==> src/rtl/apb_event_arbiter.sv <==
// apb_event_arbiter: counts events from four sources and reports each
// pending source to an APB slave as a single write transfer. Sources are
// served round-robin. A transfer that ends in a slave error or a timeout
// is counted and dropped, never retried.
module apb_event_arbiter #(
    parameter logic [31:0] BASE_ADDR = 32'hCAFE_0000,
    parameter int          CNT_W     = 8,
    parameter int          TIMEOUT   = 16
) (
    input  logic        clk,
    input  logic        reset,
    input  logic [3:0]  event_i,
    output logic        apb_psel_o,
    output logic        apb_penable_o,
    output logic [31:0] apb_paddr_o,
    output logic        apb_pwrite_o,
    output logic [31:0] apb_pwdata_o,
    input  logic        apb_pready_i,
    input  logic        apb_pslverr_i,
    output logic [7:0]  err_count_o,
    output logic        timeout_o
);

    typedef enum logic [1:0] {
        IDLE   = 2'd0,
        SETUP  = 2'd1,
        ACCESS = 2'd2
    } state_t;

    localparam logic [CNT_W-1:0] CNT_MAX  = '1;
    localparam logic [7:0]       ACC_LAST = 8'(TIMEOUT - 1);

    state_t           state;
    logic [CNT_W-1:0] cnt [4];
    logic [3:0]       pending;
    logic [1:0]       last_grant;
    logic [1:0]       grant_idx;
    logic [1:0]       probe;
    logic             grant_valid;
    logic             take_grant;
    logic             cooldown;
    logic [7:0]       acc_cnt;
    logic [15:0]      cnt_ext;
    logic             timeout_hit;
    logic             slave_err;
    logic             xfer_done;

    // A source has work to report whenever its counter is nonzero.
    // NOTE: every variable driven here gets a value on every path, so no latch is inferred.
    always_comb begin
        pending = '0;
        for (int n = 0; n < 4; n++) begin
            pending[n] = (cnt[n] != '0);
        end
    end

    // Round-robin pick: first pending source after the last one granted.
    always_comb begin
        grant_valid = 1'b0;
        grant_idx   = 2'd0;
        probe       = 2'd0;
        for (int k = 1; k <= 4; k++) begin
            probe = last_grant + 2'(k);
            if (!grant_valid && pending[probe]) begin
                grant_valid = 1'b1;
                grant_idx   = probe;
            end
        end
    end

    // Grant qualification and ACCESS-phase completion conditions.
    always_comb begin
        take_grant  = (state == IDLE) && !cooldown && grant_valid;
        cnt_ext     = 16'(cnt[grant_idx]);
        timeout_hit = (state == ACCESS) && !apb_pready_i && (acc_cnt == ACC_LAST);
        slave_err   = (state == ACCESS) && apb_pready_i && apb_pslverr_i;
        xfer_done   = (state == ACCESS) && (apb_pready_i || timeout_hit);
    end

    // Per-source saturating event counters; the granted one restarts from
    // this cycle's event so nothing arriving on the grant cycle is lost.
    // NOTE: the counters are a handful of flops, not a RAM, so they are reset like any other state.
    always_ff @(posedge clk or posedge reset) begin
        if (reset) begin
            for (int n = 0; n < 4; n++) begin
                cnt[n] <= '0;
            end
        end else begin
            for (int n = 0; n < 4; n++) begin
                if (take_grant && (grant_idx == 2'(n))) begin
                    cnt[n] <= CNT_W'(event_i[n]);
                end else if (event_i[n] && (cnt[n] != CNT_MAX)) begin
                    cnt[n] <= cnt[n] + 1'b1;
                end
            end
        end
    end

    // Transfer FSM with registered APB outputs.
    // NOTE: sequential state is assigned with <= so every flop samples pre-edge values.
    always_ff @(posedge clk or posedge reset) begin
        if (reset) begin
            state         <= IDLE;
            apb_psel_o    <= 1'b0;
            apb_penable_o <= 1'b0;
            apb_pwrite_o  <= 1'b0;
            apb_paddr_o   <= '0;
            apb_pwdata_o  <= '0;
            last_grant    <= 2'd3;
            cooldown      <= 1'b0;
            acc_cnt       <= '0;
            timeout_o     <= 1'b0;
        end else begin
            timeout_o <= 1'b0;
            cooldown  <= 1'b0;
            case (state)
                IDLE: begin
                    if (take_grant) begin
                        state        <= SETUP;
                        apb_psel_o   <= 1'b1;
                        apb_pwrite_o <= 1'b1;
                        apb_paddr_o  <= BASE_ADDR + {28'h0, grant_idx, 2'b00};
                        apb_pwdata_o <= {14'h0, grant_idx, cnt_ext};
                        last_grant   <= grant_idx;
                    end
                end
                SETUP: begin
                    state         <= ACCESS;
                    apb_penable_o <= 1'b1;
                    acc_cnt       <= '0;
                end
                ACCESS: begin
                    if (xfer_done) begin
                        state         <= IDLE;
                        apb_psel_o    <= 1'b0;
                        apb_penable_o <= 1'b0;
                        apb_pwrite_o  <= 1'b0;
                        apb_paddr_o   <= '0;
                        apb_pwdata_o  <= '0;
                        cooldown      <= 1'b1;
                        timeout_o     <= timeout_hit;
                    end else begin
                        acc_cnt <= acc_cnt + 8'd1;
                    end
                end
                default: begin
                    state <= IDLE;
                end
            endcase
        end
    end

    // Saturating count of transfers lost to slave error or timeout.
    always_ff @(posedge clk or posedge reset) begin
        if (reset) begin
            err_count_o <= '0;
        end else if ((slave_err || timeout_hit) && (err_count_o != 8'hFF)) begin
            err_count_o <= err_count_o + 8'd1;
        end
    end

endmodule

==> config.mk <==
export PLATFORM = sky130hd
export DESIGN_NAME = apb_event_arbiter
export DESIGN_NICKNAME = d
export VERILOG_FILES = /design/src/rtl/apb_event_arbiter.sv
export SDC_FILE = /design/constraint.sdc
export NUM_CORES = 1
export LEC_CHECK = 0
export ABC_AREA = 1
export CORE_UTILIZATION = 48
export CTS_CLUSTER_SIZE = 16
export DETAILED_ROUTE_END_ITERATION = 7
export HOLD_SLACK_MARGIN = 0.06
export PLACE_DENSITY = 0.78
export SETUP_SLACK_MARGIN = 0.05
export SYNTH_ARGS = -nofsm -noshare
export SYNTH_HDL_FRONTEND = slang
export SYNTH_SLANG_ARGS = --single-unit
export TNS_END_PERCENT = 30
==> constraint.sdc <==
create_clock -name clk -period 2.3 [get_ports clk]
set_clock_uncertainty 0.05 [all_clocks]
set_input_delay 0.575 -clock clk [delete_from_list [all_inputs] [get_ports clk]]
set_output_delay 0.575 -clock clk [all_outputs]
set_load 0.02 [all_outputs]
==> results.py <==
metrics = {
    "grt": {
        "grt-ovfl-total": 0,
        "grt_pass1_wl_um": 17900,
        "antenna_found_initial": 0,
        "grt_max_degree": 27,
        "grt_pass1_vias": 3904,
        "grt_util_all_layers": 0.235,
    },
    "power": {
        "vdd_drop_max_v": 0.000787,
        "totalPowerFinal_mw": 8.77,
        "p_per_area_mw_per_mm2": 1570,
        "power_leakage_nw": 2.83,
    },
    "sta": {
        "timing.final.ws_setup_ns": 0.0585,
        "period_needed_ns": 2.24,
        "drv_slew": 0,
        "timing.final.crit_share": 0.975,
        "fmax_ghz": 0.446,
        "hold_violations": 0,
        "grt_setup_unrepaired": "true",
        "setup_viol": 0,
    },
    "final_layout": {
        "n_antenna_cell": 0,
        "nNetsFinal": 700,
        "syn2layout_area_growth_pct": 26.7,
        "final_cell_mix": "nand2_1, nand3_1, dfrtp_1",
        "utilization": 0.635,
        "drive_gt1_frac": 0.224,
        "stdcell_area_mm2": 0.00559,
        "layout_commonest_cell": "nand2_1",
    },
    "clock_network": {
        "clk_pin_slew_ns": 0.08,
        "insertion_delay_ns": 0.37,
        "clock-sinks": 66,
        "cts_buffer_depth": 2,
        "cts_made_buffers": 9,
        "cts_tree": "built",
        "cts_max_level": 3,
        "cts_root_buf": "clkbuf_8",
    },
    "die": {
        "die_h_um": 97.9,
        "io_pins": 84,
        "dieArea_mm2": 0.00958,
        "row_count": 34,
        "core-area_mm2": 0.00881,
        "fp.dieW_um": 97.9,
        "start_util": 0.501,
    },
    "synth": {
        "avgSynthCellArea_um2": 7.41,
        "ys_warn_count": 0,
        "synth-seq-area-share": 0.375,
        "syn_area_mm2": 0.00441,
        "syn_inst": 595,
        "synth_seq_cells": 66,
        "ys_types": 38,
    },
    "routing": {
        "via_per_inst": 5.15,
        "drt-total-wl_um": 11100,
        "wl_per_cell_um": 13.9,
        "via_count": 4098,
        "ant_nets": 0,
        "drt-initial-drc-count": 292,
        "drc": 8,
        "drtPass1Iterations": 8,
    },
    "critical_path": {
        "cp-end-kind": "primary output",
        "cp_max_fo": 14,
        "path_class": "reg -> out",
        "crit_path_top_delay_cell": "clkdlybuf4s50_1",
        "path_delay_family": "buffers and inverters",
        "critPathMaxStageDelay_ns": 0.69,
        "required_ns": 1.67,
        "cp-start-kind": "flip-flop",
        "crit_chain": "clkdlybuf4s50_1",
        "worst-path-buf-inv": 1,
        "arrival_ns": 1.62,
    },
    "run_status": {
        "status": "complete, but fails checks",
        "violations": "design-rule violations",
    },
    "run": {
        "max_cap_violations": 0,
    },
    "placed_design": {
        "place_congestion": 0.896,
        "place_area_mm2": 0.00505,
        "place_ws_ns": -0.0265,
        "place_hpwl_um": 8120,
        "numPortBuffers": 42,
    },
    "worst_hold_path": {
        "min_path_type": "reg -> reg",
    },
}
## where the power goes
group          internal (mW)  switching [mW]
clock network          0.729           0.513
registers               1.58           0.363
logic                   2.28            3.31
total                   4.58            4.18
## through the flow
stage,TNS [ns],hold slack (ns),cells
floorplan,0,0.439,635
global placement,0,0.420,768
detailed placement,-0.146,0.421,768
CTS,0,0.442,786
global route,-0.591,0.471,795
finish,0,0.436,795
## final timing paths
kind	to	from	cells past startpoint	slack, ns
setup / recovery	apb_paddr_o[27]	apb_paddr_o[30]	1	0.06
hold / removal	apb_pwdata_o[7]	apb_pwdata_o[7]	2	0.44
setup reg to reg	cnt[23]	cnt[17]	14	0.07
hold reg to reg	apb_pwdata_o[7]	apb_pwdata_o[7]	2	0.44
max in group asynchronous	last_grant[1]	reset	3	1.16
min in group asynchronous	err_count_o[4]	reset	2	0.50
## area by class of cell
cell class                      instances  area (um^2)
Inverter                               76          294
Sequential cell                        66         1650
Fill cell                             715         3220
Multi-Input combinational cell        431         2350
Clock inverter                          7          125
Tap cell                              108          135
Timing Repair Buffer                   98          906
Clock buffer                            9          124
## registers in the layout (all words and copies together), names as in the netlist
name and count:
cooldown 1, apb_pwdata_o 8, last_grant 2, timeout_o 1, acc_cnt 8, cnt 32
state 2, apb_penable_o 1, err_count_o 8, apb_paddr_o 3
## synth_stat cells (all sizes together)
library cell | instances | share of area
clkbuf | 1 | 0.00085
inv | 76 | 0.065
conb | 1 | 0.00085
dfstp | 2 | 0.012
ha | 10 | 0.028
o21ai | 18 | 0.025
a21oi | 7 | 0.010
and2 | 2 | 0.0028
o31ai | 1 | 0.0017
nor2 | 66 | 0.064
nor3 | 12 | 0.015
nor3b | 2 | 0.0034
o22ai | 1 | 0.0014
nor4 | 2 | 0.0043
dfrtp | 64 | 0.36
xor2 | 22 | 0.045
xnor2 | 2 | 0.0040
nand3 | 79 | 0.094
buf | 62 | 0.10
mux2 | 1 | 0.0026
nand4 | 11 | 0.016
nand2 | 150 | 0.13
or2 | 1 | 0.0014
nand3b | 2 | 0.0034
## layer usage
metal,routed length (um),vias up,global-route usage
met5,0,-,0
met4,461,0,0.132
met3,742,40,0.0480
met2,5330,179,0.395
met1,4550,1915,0.282
li1,-,1964,-
## what timing repair did
action                     CTS  global route
hold endpoints to repair     0             0
setup endpoints to repair   35            57
buffers inserted             2             8
pin swaps                    1            19
hold buffers                 0             0
cloned                       0             1
resized for setup            4            47
## logic make-up (layout without fill, tap and decap cells)
group                      count (synthesis)  in the layout  share of synthesized area
AOI/OAI and AO/OA                         27             27                     0.0383
buffers and inverters                    139            190                      0.170
adders and majority gates                 10             10                     0.0284
and+or+nand+nor                          327            328                      0.336
other                                      1             41                   0.000850
xor gates and xnor gates                  24             24                     0.0494
DFF                                       66             66                      0.375
muxes                                      1              1                    0.00255
Power figures use the tool's default switching activity.
